--- src/rtl/irq_controller_if.sv ---
//==============================================================================
// Module   : irq_controller_if
// Brief    : Signal bundle between the interrupt controller and its environment.
// Revision : 1.0 - initial release
//==============================================================================
`default_nettype none

interface irq_controller_if #(
   parameter int N_IRQ = 8,
   parameter int ID_W  = 3
);
   logic [N_IRQ-1:0] irq_in;
   logic             mask_we;
   logic [N_IRQ-1:0] mask_data;
   logic             int_ack;
   logic             int_eoi;
   logic             int_req;
   logic [ID_W-1:0]  int_id;
   logic [15:0]      int_vector;
   logic [N_IRQ-1:0] pending;
   logic [N_IRQ-1:0] in_service;
   logic [N_IRQ-1:0] mask;

   // master: the controller itself; slave: the sources and CPU around it
   modport master (
      input  irq_in, mask_we, mask_data, int_ack, int_eoi,
      output int_req, int_id, int_vector, pending, in_service, mask
   );

   modport slave (
      output irq_in, mask_we, mask_data, int_ack, int_eoi,
      input  int_req, int_id, int_vector, pending, in_service, mask
   );
endinterface

`default_nettype wire

--- src/rtl/irq_controller.sv ---
//==============================================================================
// Module   : irq_controller
// Brief    : Edge-latching, maskable, fixed-priority interrupt controller with
//            request/acknowledge/end-of-interrupt handshake towards the CPU.
// Revision : 1.0 - initial release
//==============================================================================
`default_nettype none

module irq_controller #(
   parameter int          N_IRQ         = 8,
   parameter int          ID_W          = 3,
   parameter logic [15:0] VECTOR_BASE   = 16'h0300,
   parameter int          VECTOR_STRIDE = 4
) (
   input wire logic         clk,
   input wire logic         reset,
   irq_controller_if.master bus
);

   typedef enum logic [1:0] {
      ST_IDLE    = 2'd0,
      ST_REQUEST = 2'd1,
      ST_SERVICE = 2'd2
   } state_t;

   state_t           r_state;
   logic [N_IRQ-1:0] r_irq_prev;
   logic [N_IRQ-1:0] r_pending;
   logic [N_IRQ-1:0] r_in_service;
   logic [N_IRQ-1:0] r_mask;
   logic             r_int_req;
   logic [ID_W-1:0]  r_int_id;

   logic [N_IRQ-1:0] w_rise;
   logic [N_IRQ-1:0] w_eligible;
   logic [N_IRQ-1:0] w_id_onehot;
   logic [N_IRQ-1:0] w_ack_clr;
   logic             w_ack_take;
   logic [ID_W-1:0]  w_sel;

   assign w_rise      = bus.irq_in & ~r_irq_prev;
   assign w_eligible  = r_pending & r_mask;
   assign w_id_onehot = N_IRQ'(1) << r_int_id;
   assign w_ack_take  = (r_state == ST_REQUEST) && bus.int_ack;
   assign w_ack_clr   = w_ack_take ? w_id_onehot : '0;

   // Descending scan so the lowest set index is the last one written
   always_comb begin
      w_sel = '0;
      for (int i = N_IRQ - 1; i >= 0; i--) begin
         if (w_eligible[i]) begin
            w_sel = ID_W'(i);
         end
      end
   end

   always_ff @(posedge clk or posedge reset) begin
      if (reset) begin
         r_state      <= ST_IDLE;
         r_irq_prev   <= '0;
         r_pending    <= '0;
         r_in_service <= '0;
         r_mask       <= '0;
         r_int_req    <= 1'b0;
         r_int_id     <= '0;
      end else begin
         r_irq_prev <= bus.irq_in;
         // A new edge on the line being acknowledged keeps it pending
         r_pending  <= (r_pending & ~w_ack_clr) | w_rise;
         if (bus.mask_we) begin
            r_mask <= bus.mask_data;
         end

         case (r_state)
            ST_IDLE: begin
               if (w_eligible != '0) begin
                  r_int_id  <= w_sel;
                  r_int_req <= 1'b1;
                  r_state   <= ST_REQUEST;
               end
            end
            ST_REQUEST: begin
               if (bus.int_ack) begin
                  r_in_service <= w_id_onehot;
                  r_int_req    <= 1'b0;
                  r_state      <= ST_SERVICE;
               end else if (!r_mask[r_int_id]) begin
                  r_int_req <= 1'b0;
                  r_state   <= ST_IDLE;
               end
            end
            ST_SERVICE: begin
               if (bus.int_eoi) begin
                  r_in_service <= '0;
                  r_state      <= ST_IDLE;
               end
            end
            default: begin
               r_int_req <= 1'b0;
               r_state   <= ST_IDLE;
            end
         endcase
      end
   end

   assign bus.int_req    = r_int_req;
   assign bus.int_id     = r_int_id;
   assign bus.int_vector = VECTOR_BASE + 16'(r_int_id) * 16'(VECTOR_STRIDE);
   assign bus.pending    = r_pending;
   assign bus.in_service = r_in_service;
   assign bus.mask       = r_mask;

endmodule

`default_nettype wire

--- src/flat_wrapper.sv ---
// flat-port wrapper written by rule: the top's interface ports become plain ports
module irq_controller_flat 
#(
   parameter int          N_IRQ         = 8,
   parameter int          ID_W          = 3,
   parameter logic [15:0] VECTOR_BASE   = 16'h0300,
   parameter int          VECTOR_STRIDE = 4
)
  (clk, reset, bus_irq_in, bus_mask_we, bus_mask_data, bus_int_ack, bus_int_eoi, bus_int_req, bus_int_id, bus_int_vector, bus_pending, bus_in_service, bus_mask);
  irq_controller_if #(.N_IRQ(N_IRQ), .ID_W(ID_W)) bus_i ();
  input wire logic clk;
  input wire logic reset;
  input wire logic [$bits(bus_i.irq_in)-1:0] bus_irq_in;
  input wire logic [$bits(bus_i.mask_we)-1:0] bus_mask_we;
  input wire logic [$bits(bus_i.mask_data)-1:0] bus_mask_data;
  input wire logic [$bits(bus_i.int_ack)-1:0] bus_int_ack;
  input wire logic [$bits(bus_i.int_eoi)-1:0] bus_int_eoi;
  output wire logic [$bits(bus_i.int_req)-1:0] bus_int_req;
  output wire logic [$bits(bus_i.int_id)-1:0] bus_int_id;
  output wire logic [$bits(bus_i.int_vector)-1:0] bus_int_vector;
  output wire logic [$bits(bus_i.pending)-1:0] bus_pending;
  output wire logic [$bits(bus_i.in_service)-1:0] bus_in_service;
  output wire logic [$bits(bus_i.mask)-1:0] bus_mask;
  assign bus_i.irq_in = bus_irq_in;
  assign bus_i.mask_we = bus_mask_we;
  assign bus_i.mask_data = bus_mask_data;
  assign bus_i.int_ack = bus_int_ack;
  assign bus_i.int_eoi = bus_int_eoi;
  assign bus_int_req = bus_i.int_req;
  assign bus_int_id = bus_i.int_id;
  assign bus_int_vector = bus_i.int_vector;
  assign bus_pending = bus_i.pending;
  assign bus_in_service = bus_i.in_service;
  assign bus_mask = bus_i.mask;
  irq_controller #(.N_IRQ(N_IRQ), .ID_W(ID_W), .VECTOR_BASE(VECTOR_BASE), .VECTOR_STRIDE(VECTOR_STRIDE)) u_core (.clk(clk), .reset(reset), .bus(bus_i));
endmodule
--- config.mk ---
export PLATFORM = sky130hd
export DESIGN_NAME = irq_controller_flat
export DESIGN_NICKNAME = d
export VERILOG_FILES = /design/src/rtl/irq_controller_if.sv /design/src/rtl/irq_controller.sv /design/src/flat_wrapper.sv
export SDC_FILE = /design/constraint.sdc
export NUM_CORES = 1
export LEC_CHECK = 0
export ABC_AREA = 1
export BUFFER_PORTS_ARGS = -buffer_cell sky130_fd_sc_hd__buf_2
export CORE_MARGIN = 3
export CORE_UTILIZATION = 49
export CTS_BUF_LIST = sky130_fd_sc_hd__clkbuf_16
export DETAILED_ROUTE_END_ITERATION = 6
export PLACE_DENSITY = 0.79
export RECOVER_POWER = 100
export SLEW_MARGIN = 20
export SYNTH_ARGS = -nofsm -noshare
export SYNTH_HDL_FRONTEND = slang
export SYNTH_SLANG_ARGS = --single-unit
--- constraint.sdc ---
create_clock -name clk -period 1.6 [get_ports clk]
set_clock_uncertainty 0.15 [all_clocks]
set_input_delay 0.32 -clock clk [delete_from_list [all_inputs] [get_ports clk]]
set_output_delay 0.32 -clock clk [all_outputs]
set_load 0.005 [all_outputs]
After elaboration in Yosys (flattened, before gate mapping) --
Index checks and enable logic that the tools add are counted.
Word-level totals: bits in registers 38, input bits 21, output and inout bits 44, logic and storage cells 54
Cells by class: add/subtract/negate cells 1, magnitude comparators 1, eq/ne operators 6, shifts and indexed selects 1, muxes and demuxes 23, bitwise operators 7, reductions and logical operators 8
Operator list (count):
- $and 8x8->8 | 3
- $mux 3 | 8
- $mux 8 | 3
- $not 8->8 | 2
- $pmux 8 s2 | 1
- $add 10x5->11 const A | 1
- $reduce_and 3->1 | 3
- $mux 2 | 4
- $or 8x8->8 | 1
- $reduce_bool 8->1 | 1
- $shl 1x3->8 const A | 1
- $pmux 2 s3 | 1
- $lt 3x4->1 const B | 1
- $mux 1 | 4
- $ne 2x2->1 const B | 2
- $bmux 1 s3 | 1
- $ne 3x3->1 const B | 1
- $pmux 1 s3 | 1
- $eq 2x1->1 const B | 1
- $eq 2x2->1 const B | 1
- $logic_not 2->1 | 1
- $ne 2x1->1 const B | 1
- $reduce_and 2->1 | 1
- $reduce_bool 2->1 | 1
- other kinds (2) | 2

Depth between registers and ports, before layout --
Gate-level depths: netlist of run 1.
word-level depth 9, mapped depth 10, mapped depth without buffers 9

Worst setup path after synthesis of run 1 --
No wires, ideal clock.
kind register to register, start reg u_core.r_state[1], end reg u_core.r_pending[0], in the netlist u_core.bus.pending[0], setup time 0.117 ns, arrival 0.990 ns, required time 1.333 ns, setup slack 0.343 ns, cell stages (with the launch flop) 10, path buffers 1, period minus slack after synthesis 1.257 ns, path through dfrtp_1 > inv_1 > nand3_2 > buf_6 > nor2_4 > inv_2 > nor2_1 > inv_1 > nand2_2 > o21ai_2
On the way: longest elaborated chain between the ends 6
RTL lines:
- start, declared | line irq_controller.sv:26 | state_t r_state;
- start signal, assigned | line irq_controller.sv:59 | r_state <= ST_IDLE;
- start signal, assigned | line irq_controller.sv:79 | r_state <= ST_REQUEST;
- start signal, assigned | line irq_controller.sv:86 | r_state <= ST_SERVICE;
- $eq 2x1->1 | line irq_controller.sv:44 | assign w_ack_take = (r_state == ST_REQUEST) && bus.int_ack;
- $logic_and 1x1->1 | line irq_controller.sv:44
- $mux 8 | line irq_controller.sv:45 | assign w_ack_clr = w_ack_take ? w_id_onehot : '0;
- $not 8->8 | line irq_controller.sv:69 | r_pending <= (r_pending & ~w_ack_clr) | w_rise;
- $and 8x8->8 | line irq_controller.sv:69
- $or 8x8->8 | line irq_controller.sv:69
- end signal, assigned | line irq_controller.sv:69
- end, declared | line irq_controller.sv:28 | logic [N_IRQ-1:0] r_pending;
No other way between the ends. A chain may end at the register's enable or synchronous reset.

Worst setup path in the final report of run 1 --
start reg u_core.r_state[1], end reg u_core.r_pending[5], in the netlist u_core.bus.pending[5]
The elaborated chain is that of the path after synthesis.

==> results of run 1 <==
cell usage in the layout, fill, tap and decap left out, drive strengths merged:
master	count
nand3b	1
a21oi	2
dfrtp	38
conb	13
clkbuf	20
a31o	1
clkinv	1
nand3	15
nor2	18
o21ai	14
bufinv	2
mux2	7
buf	38
nand2	57
inv	31
path summary, 6_finish.rpt:
path / slack, ns / start / end
setup / recovery: 0.21 / u_core.r_state[1]$_DFFE_PP0P_ / u_core.bus.pending[5]$_DFF_PP0_
hold / removal: 0.007 / bus_irq_in[3] / u_core.r_irq_prev[3]$_DFF_PP0_
setup reg to reg: 0.21 / u_core.r_state[1]$_DFFE_PP0P_ / u_core.bus.pending[5]$_DFF_PP0_
hold reg to reg: 0.26 / u_core.r_irq_prev[3]$_DFF_PP0_ / u_core.bus.pending[3]$_DFF_PP0_
max in group asynchronous: 0.54 / reset / u_core.bus.int_id[0]$_DFFE_PP0P_
min in group asynchronous: 0.15 / reset / u_core.bus.in_service[3]$_DFFE_PP0P_
sequential cells by signal, summed over array words and instances, names as in the netlist:
| signal | cells |
|---|---|
| u_core.bus.mask | 8 |
| u_core.r_state | 2 |
| u_core.bus.int_req | 1 |
| u_core.bus.in_service | 8 |
| u_core.bus.int_id | 3 |
| u_core.r_irq_prev | 8 |
| u_core.bus.pending | 8 |
area by class of cell:
type / count / area share [%]
Multi-Input combinational cell: 128 / 27.98
Tap cell: 46 / 2.659
Clock inverter: 3 / 2.948
Sequential cell: 38 / 43.99
Clock buffer: 5 / 5.780
Timing Repair Buffer: 53 / 11.27
Inverter: 31 / 5.376
cell families (layout without fill, tap and decap cells):
family          count (synthesis)  in the layout
mux                             7              7
flops                          38             38
simple gates                   91             91
compound gates                 17             17
buf+inv                        50             92
other cells                     2             13
per-layer routing:
layer  share of wire (%)  vias up  GRT usage [%]
met5                   0        -              0
met4                 1.5        0          6.853
met3                 8.5        6          6.914
met2                  44       51          24.78
met1                  46      638          23.79
li1                    -      698              -
per-stage QoR:
step	util, %	instances	setup slack (ns)	hold WS, ns	cell area (um^2)
after floorplan	-	216	0.2691	0.2014	1833
after global placement	58.94	296	0.1816	0.2451	2013
after detailed placement	58.94	296	0.1757	0.2524	2013
after CTS	64.47	304	0.1035	0.0005971	2202
after global routing	63.37	304	0.06486	0.006103	2165
final	63.37	304	0.2086	0.006896	2165
power by group through the flow:
stage                     logic (mW)  registers [mW]  clock network [mW]
after floorplan                0.736            1.37                   0
after global placement         0.990            1.41                   0
after detailed placement        1.01            1.41                   0
after CTS                       1.01            1.40                1.28
after global routing            1.11            1.43                1.32
final                          0.953            1.40                1.25
==> impl_metrics.py, run 1 <==
metrics = {
    "status": {
        "status": "finished clean",
    },
    "clock_tree": {
        "holdBufCountCts": 0,
        "cts_setup_buffers": 0,
        "tritoncts_num_sinks": 38,
        "htreeDepth": 2,
        "tritoncts_clock_tree": "built",
        "clock_pin_slew_reported_for_the_worst_setup_and_hold_paths_after_clock_tree_synthesis_ns": 0.05,
        "clock_tree_buffer_depth": 2,
        "cts_made_buffers": 5,
        "clock_insertion_delay_worst_skew_ns": 0.28,
        "post_cts_resize_count": 0,
        "ctsRootBufferMaster": "clkbuf_16",
    },
    "finish": {
        "area_growth_pct": 20.81,
        "area_of_the_multi_input_gates_um2": 605.6,
        "num-nets-final": 278,
        "share_of_post_route_cells_with_drive_strength_above_1_pct": 23.64,
        "regArea_um2": 952.2,
        "insertedDiodeCount": 0,
        "filler_cell_count": 315,
    },
    "synthesis": {
        "synthMostInstantiatedCell": "nand2_1",
        "synth-compound-area-share_pct": 5.796,
        "synth_area_leaders": "dfrtp_1, nand2_1, buf_4",
        "yosys.area_share.xor_xnor_pct": 0,
        "synthAdderAreaFrac_pct": 0,
        "synth.ff_latch_count": 38,
        "synth.mux.area_fraction_pct": 4.399,
        "synth_enable_flop_cells": 0,
        "synth.top_cell.area_share_pct": 53.07,
        "synth.lib_cells_used.distinct": 22,
        "combinational_family_with_the_most_area_after_synthesis": "simple AND/OR/NAND/NOR gates",
        "postSynthCellCount": 205,
        "netlist_area_mm2": 0.001792,
        "synth-simple-area-share_pct": 21.58,
        "yosys_warnings": 0,
        "synth_commonest_cells": "nand2_1, dfrtp_1, inv_1",
        "avgSynthCellArea_um2": 8.740,
        "yosysTopAreaCell": "dfrtp_1",
        "synth_sequential_area_ratio_pct": 53.07,
        "ys.flop_type": "dfrtp_1",
        "async_flop_share_pct": 100.0,
    },
    "placed_design": {
        "finalWeightedCongestion": 0.8454,
        "dp_hpwl_um": 2712,
        "port-buffer-count": 51,
    },
    "setup_path": {
        "setup.worst_path.start_class": "flip-flop",
        "cpPeakStageDelay_ns": 0.37,
        "worst-endpoint-arrival_ns": 1.40,
        "cp_num_cells": 8,
        "worst-endpoint-required_ns": 1.61,
        "path_cells": "inv_1 > nand3_1 > nor2_1 > inv_1 > nor2_1 > inv_1 > nand2_1 > o21ai_0",
        "crit_fanout": 5,
        "crit_slowest_cell": "dfrtp_1",
        "crit_buf_inv": 3,
        "crit_path_end_kind": "flip-flop",
        "critical_path.most_common_cell": "inv_1",
        "number_of_cells_on_the_worst_reg_to_reg_path": 8,
        "critical_path.top_delay_family": "simple AND/OR/NAND/NOR gates",
        "timing.setup.critical_path_class": "reg2reg",
    },
    "power": {
        "vdd.ir_drop.worst_uv": 940.4,
        "power.sequential.fraction_pct": 38.8,
        "power.leakage_nw": 1.162,
        "pwr_density_cell_mw_per_mm2": 1668,
        "switching_share_pct": 31.84,
        "total_power_consumption_of_the_routed_design_mw": 3.610,
        "cell_internal_power_dissipation_mw": 2.461,
        "power_frac_clock_pct": 34.8,
        "p_comb_share_pct": 26.4,
        "netSwitchingPower_mw": 1.149,
    },
    "job": {
        "drv.max_cap_violation_count": 0,
    },
    "sta": {
        "slew_headroom_pct": 40.11,
        "timing_max_transition_violations_final": 0,
        "worst_slew_pin_slew_ns": 0.8983,
        "hold_violations": 0,
        "setup_total_negative_slack_ns": 0,
        "clock.fmax_mhz": 718.7,
        "final.min_clock_period_ns": 1.391,
        "grt_setup_unrepaired": "no",
        "final.period_utilization_pct": 86.96,
        "report.final.setup_viol": 0,
    },
    "grt": {
        "initial_antenna_violation_count": 0,
        "globalRoute.totalOverflow": 0,
        "grt_max_degree": 39,
        "gr-usage-all-layers_pct": 17.46,
        "first_global_vias": 1251,
        "global_route_wire_length_before_repair_um": 5568,
    },
    "floorplan": {
        "chipHeight_um": 66.47,
        "die_width_um": 66.47,
        "initial_core_util_pct": 52.45,
        "boundary_pins": 65,
        "fp.coreArea_mm2": 0.003416,
        "die-area_mm2": 0.004418,
        "fp-row-count": 21,
    },
    "routing": {
        "viasPerCell": 4.582,
        "detail_route.first_pass.iterations": 4,
        "first_iter_violations": 85,
        "routed-via-count": 1393,
        "detail_route.wirelength_um": 3518,
        "postRouteAntennaNets": 0,
        "route.detailed.drc": 0,
        "mean_routed_wirelength_per_cell_um": 11.57,
    },
    "min_path": {
        "hold-path-cell-count": 1,
        "worst_hold_class": "in2reg",
    },
}
Note: power is estimated with default switching activity, not from simulation.
==> run 2, diff against run 1 <==
Settings changed: CELL_PAD_IN_SITES_DETAIL_PLACEMENT from default to 2, CELL_PAD_IN_SITES_GLOBAL_PLACEMENT from default to 2, CORE_UTILIZATION 49 to 28, PLACE_DENSITY 0.79 to default, PLACE_DENSITY_LB_ADDON from default to 0.1.
==> run 2 against run 1 <==
- worst hold slack better by 0.0085 ns
- sequential power is essentially flat
- worst setup slack lost 0.059 ns
- maximum frequency fell by 4.1%
- critical path type is now reg2out
- largest cell class unchanged
- first-iteration DRC count decreased by 64%
- register-to-register slack got worse by 0.03 ns
- sequential share of layout area fell by 2.4 points
- final cell count is 13% higher
- die area grew 67%
==> impl_metrics.py, run 2 (same netlist as run 1, synthesis figures left out) <==
metrics = {
    "min_path": {
        "worst_hold_class": "in2reg",
    },
    "grt": {
        "initial_antenna_violation_count": 0,
        "global_route_wire_length_before_repair_um": 9121,
        "grt_max_degree": 25,
        "globalRoute.totalOverflow": 0,
        "first_global_vias": 1723,
        "gr-usage-all-layers_pct": 16.14,
    },
    "setup_path": {
        "worst-endpoint-required_ns": 1.13,
        "crit_path_end_kind": "primary output",
        "crit_slowest_cell": "dfrtp_1",
        "rrSetupSlack_ns": 0.18,
        "crit_buf_inv": 2,
        "critical_path.top_delay_family": "flip-flops",
        "crit_fanout": 2,
        "cpPeakStageDelay_ns": 0.36,
        "timing.setup.critical_path_class": "reg2out",
        "path_cells": "clkbuf_1 > buf_2",
        "setup.worst_path.start_class": "flip-flop",
        "worst-endpoint-arrival_ns": 0.98,
    },
    "floorplan": {
        "boundary_pins": 65,
        "initial_core_util_pct": 29.56,
        "fp.coreArea_mm2": 0.006061,
        "chipHeight_um": 86.00,
        "die-area_mm2": 0.007395,
        "fp-row-count": 28,
        "die_width_um": 86.00,
    },
    "clock_tree": {
        "tritoncts_num_sinks": 38,
        "clock_tree_buffer_depth": 2,
        "clock_pin_slew_reported_for_the_worst_setup_and_hold_paths_after_clock_tree_synthesis_ns": 0.06,
        "htreeDepth": 2,
        "clock_insertion_delay_worst_skew_ns": 0.28,
        "cts_made_buffers": 5,
        "tritoncts_clock_tree": "built",
        "ctsRootBufferMaster": "clkbuf_16",
    },
    "finish": {
        "area_growth_pct": 27.79,
        "insertedDiodeCount": 0,
        "filler_cell_count": 750,
        "share_of_post_route_cells_with_drive_strength_above_1_pct": 25.19,
        "layout.cells.most_common": "nand2_1",
        "mostFrequentLayoutCells": "nand2_1, dfrtp_1, buf_2, inv_1, clkbuf_1",
        "num-nets-final": 290,
        "final_std_cells_w_o_fill": 345,
    },
    "routing": {
        "postRouteAntennaNets": 0,
        "met2WireLength_um": 2702,
        "met3RoutedLength_um": 217,
        "mean_routed_wirelength_per_cell_um": 15.71,
        "first_iter_violations": 31,
        "detail_route.wirelength.met1_um": 2435,
        "detail_route.first_pass.iterations": 4,
        "routed-via-count": 1528,
        "detail_route.wirelength_um": 5421,
        "viasPerCell": 4.429,
        "top_layer": "met4",
        "route.detailed.drc": 0,
    },
    "power": {
        "vdd.ir_drop.worst_uv": 555.6,
        "total_power_consumption_of_the_routed_design_mw": 3.838,
        "pwr_density_cell_mw_per_mm2": 1676,
        "power.leakage_nw": 1.192,
    },
    "sta": {
        "timing_max_transition_violations_final": 0,
        "hold_violations": 0,
        "final.period_utilization_pct": 90.65,
        "final.min_clock_period_ns": 1.450,
        "clock.fmax_mhz": 689.5,
        "setup_total_negative_slack_ns": 0,
        "grt_setup_unrepaired": "no",
        "layout_setup_ws_ns": 0.1496,
        "report.final.setup_viol": 0,
    },
    "placed_design": {
        "dp_hpwl_um": 4231,
        "post-place-cells": 334,
        "finalWeightedCongestion": 0.7376,
        "port-buffer-count": 51,
        "placement.setup.worst_slack_ns": 0.09067,
    },
    "job": {
        "drv.max_cap_violation_count": 0,
    },
    "status": {
        "status": "finished clean",
    },
}
-- run 2: changes by cell type in the layout (fill, tap and decap cells not counted), moves of 3 or more --
| cell | before | now |
|---|---|---|
| clkbuf_1 | 14 | 23 |
| clkbuf_2 | 1 | 4 |
| dlygate4sd3_1 | 0 | 3 |
| buf_2 | 35 | 31 |
-- run 2: cell type report --
class,count,area (um^2),area share (%)
inverter,31,116.4,5.082
sequential,38,952.2,41.58
multi-input combinational,128,615.6,26.89
clock inverter,3,68.82,3.005
clock buffer,5,125.1,5.464
tap,75,93.84,4.098
timing repair buffer,65,317.8,13.88
-- run 2: power breakdown --
part	internal [mW]	switching [mW]	total, mW	leakage [nW]
clock	0.896	0.412	1.31	0.0940
sequential	1.18	0.212	1.40	0.443
combinational	0.435	0.699	1.13	0.655
-- run 2: worst register-to-register path: stages, from the launching register on --
cell	delay [ns]
dfrtp_1	0.42
nand2_1	0.13
nand2_1	0.07
nor2_1	0.23
nand3_1	0.11
nand2_1	0.07
inv_1	0.04
nand2_1	0.06
nand2_1	0.05
nand2_1	0.05
-- run 2: path summary, 6_finish.rpt --
path,start,end,depth (start not counted)
worst min register to register,u_core.r_irq_prev[3]$_DFF_PP0_,u_core.bus.pending[3]$_DFF_PP0_,1
max in group asynchronous,reset,u_core.bus.int_id[1]$_DFFE_PP0P_,4
worst max-delay path,u_core.bus.pending[1]$_DFF_PP0_,bus_pending[1],2
worst min-delay path,bus_irq_in[3],u_core.r_irq_prev[3]$_DFF_PP0_,1
worst max register to register,u_core.bus.pending[0]$_DFF_PP0_,u_core.bus.int_req$_DFFE_PP0P_,9
min in group asynchronous,reset,u_core.bus.pending[1]$_DFF_PP0_,3
-- run 2: per-stage QoR --
stage                     hold slack [ns]  utilization (%)  instance area (um^2)
after floorplan                    0.2014                -                  1833
after global placement             0.1742            35.14                  2130
after detailed placement           0.1787            35.14                  2130
after CTS                       0.0007060            38.83                  2354
after global routing              0.01700            37.78                  2290
final                             0.01540            37.78                  2290
-- run 2: routing by layer --
| metal | track usage, % | vias to the layer above |
|---|---|---|
| li1 | - | 728 |
| met1 | 20.85 | 755 |
| met2 | 27.61 | 39 |
| met3 | 2.978 | 6 |
| met4 | 4.317 | 0 |
| met5 | 0 | - |
-- run 2: repair_timing --
action / CTS / global route
setup endpoints to repair: 0 / 5
setup buffers: 0 / 0
hold buffers: 3 / 0
endpoints found under the hold margin: 8 / 0
resized for setup: 0 / 3
==> run 3, diff against run 2 <==
Settings changed: RECOVER_POWER 100 to default.
==> run 3 against run 2 <==
- total power rose by 1.8%
- clock power barely moved
- cell area rose by 3.2%
- non-clock buffer count did not move
- routed wire length rose by 0.33%
- core utilization rose by 1.2 points
- worst setup slack improved by 0.014 ns
==> impl_metrics.py, run 3 (same netlist as run 1, synthesis figures left out) <==
metrics = {
    "status": {
        "status": "finished clean",
    },
    "placed_design": {
        "finalWeightedCongestion": 0.7376,
        "post-place-cells": 334,
        "port-buffer-count": 51,
        "dp_hpwl_um": 4231,
        "placement.setup.worst_slack_ns": 0.09067,
    },
    "setup_path": {
        "setup.worst_path.start_class": "flip-flop",
        "setup.worst_path.end": "u_core.bus.int_req$_DFFE_PP0P_",
        "timing.setup.critical_path_class": "reg2reg",
        "worst-endpoint-required_ns": 1.67,
        "crit_fanout": 3,
        "crit_path_end_kind": "flip-flop",
        "rrSetupSlack_ns": 0.16,
        "worstReg2RegEnd": "u_core.bus.int_req$_DFFE_PP0P_",
        "r2r-start": "u_core.bus.pending[0]$_DFF_PP0_",
        "launch_point_of_the_critical_path": "u_core.bus.pending[0]$_DFF_PP0_",
        "worst-endpoint-arrival_ns": 1.51,
        "number_of_cells_on_the_worst_reg_to_reg_path": 9,
    },
    "routing": {
        "mean_routed_wirelength_per_cell_um": 15.77,
        "postRouteAntennaNets": 0,
        "route.detailed.drc": 0,
        "detail_route.first_pass.iterations": 3,
        "viasPerCell": 4.414,
        "routed-via-count": 1523,
        "detail_route.wirelength_um": 5439,
        "first_iter_violations": 36,
    },
    "clock_tree": {
        "cts_made_buffers": 5,
        "tritoncts_clock_tree": "built",
        "htreeDepth": 2,
        "ctsRootBufferMaster": "clkbuf_16",
        "clock_tree_buffer_depth": 2,
        "cts_setup_buffers": 0,
        "clock_insertion_delay_worst_skew_ns": 0.28,
        "clock_pin_slew_reported_for_the_worst_setup_and_hold_paths_after_clock_tree_synthesis_ns": 0.06,
        "tritoncts_num_sinks": 38,
    },
    "min_path": {
        "worst_hold_class": "in2reg",
    },
    "floorplan": {
        "fp-row-count": 28,
        "fp.coreArea_mm2": 0.006061,
        "die-area_mm2": 0.007395,
        "boundary_pins": 65,
        "chipHeight_um": 86.00,
        "initial_core_util_pct": 29.56,
        "die_width_um": 86.00,
    },
    "grt": {
        "initial_antenna_violation_count": 0,
        "global_route_wire_length_before_repair_um": 9121,
        "grt_max_degree": 25,
        "first_global_vias": 1723,
        "globalRoute.totalOverflow": 0,
        "gr-usage-all-layers_pct": 16.14,
    },
    "sta": {
        "final.period_utilization_pct": 89.76,
        "final.min_clock_period_ns": 1.436,
        "grt_setup_unrepaired": "no",
        "report.final.setup_viol": 0,
        "setup_total_negative_slack_ns": 0,
        "clock.fmax_mhz": 696.3,
        "hold_violations": 0,
        "layout_setup_ws_ns": 0.1639,
        "timing_max_transition_violations_final": 0,
    },
    "finish": {
        "insertedDiodeCount": 0,
        "final_std_cells_w_o_fill": 345,
        "filler_cell_count": 724,
        "num-nets-final": 290,
        "layout.cells.most_common": "nand2_1",
        "mostFrequentLayoutCells": "nand2_1, buf_2, dfrtp_1, inv_1, nor2_1",
        "area_growth_pct": 31.84,
        "share_of_post_route_cells_with_drive_strength_above_1_pct": 34.44,
    },
    "power": {
        "power.leakage_nw": 1.274,
        "vdd.ir_drop.worst_uv": 580.5,
        "pwr_density_cell_mw_per_mm2": 1654,
        "total_power_consumption_of_the_routed_design_mw": 3.908,
    },
    "job": {
        "drv.max_cap_violation_count": 0,
    },
}
run 3: layout make-up:
class	instances	area, um^2	area share [%]
Tap cell	75	93.84	3.972
Sequential cell	38	952.2	40.31
Timing Repair Buffer	65	380.4	16.10
Inverter	31	116.4	4.926
Clock buffer	5	125.1	5.297
Clock inverter	3	68.82	2.913
Multi-Input combinational cell	128	625.6	26.48
run 3: how the worst min path moves through the flow:
stage | start | slack (ns) | cells after the start | endpoint
3_5_place_dp | reset | 0.18 | 2 | u_core.bus.pending[2]$_DFF_PP0_
6_report | bus_irq_in[4] | 0.009 | 1 | u_core.r_irq_prev[4]$_DFF_PP0_
3_3_place_gp | reset | 0.17 | 2 | u_core.r_irq_prev[1]$_DFF_PP0_
5_1_grt | bus_irq_in[3] | 0.007 | 1 | u_core.r_irq_prev[3]$_DFF_PP0_
2_1_floorplan | bus_irq_in[0] | 0.20 | 0 | u_core.r_irq_prev[0]$_DFF_PP0_
4_1_cts | bus_irq_in[3] | 0.0007 | 1 | u_core.r_irq_prev[3]$_DFF_PP0_
run 3: timing repair:
action	in CTS	in global routing
hold buffers	3	0
setup endpoints to repair	0	5
hold endpoints to repair	8	0
resized for setup	0	3
run 3: per-layer routing:
| metal | global-route usage (%) | up-vias | routed length (um) |
|---|---|---|---|
| met3 | 2.978 | 6 | 215 |
| met1 | 20.85 | 753 | 2438 |
| met2 | 27.61 | 39 | 2719 |
| li1 | - | 725 | - |
| met5 | 0 | - | 0 |
| met4 | 4.317 | 0 | 65 |
run 3: critical path, cell delays in order (launching register included):
cell	delay (ns)
dfrtp_1	0.43
nand2_1	0.13
nand2_1	0.07
nor2_1	0.23
nand3_1	0.11
nand2_1	0.07
inv_1	0.04
nand2_1	0.06
nand2_1	0.04
nand2_1	0.05
run 3: stage by stage:
step	hold slack, ns	util [%]	cell area (um^2)
global placement	0.1742	35.14	2130
global route	0.006874	38.98	2362
floorplan	0.2014	-	1833
detailed placement	0.1787	35.14	2130
finish	0.008898	38.98	2362
CTS	0.0007060	38.83	2354
run 3: power breakdown:
| group | switching, mW | internal, mW |
|---|---|---|
| clock network | 0.415 | 0.896 |
| logic | 0.704 | 0.490 |
| registers | 0.219 | 1.18 |
| total | 1.34 | 2.57 |
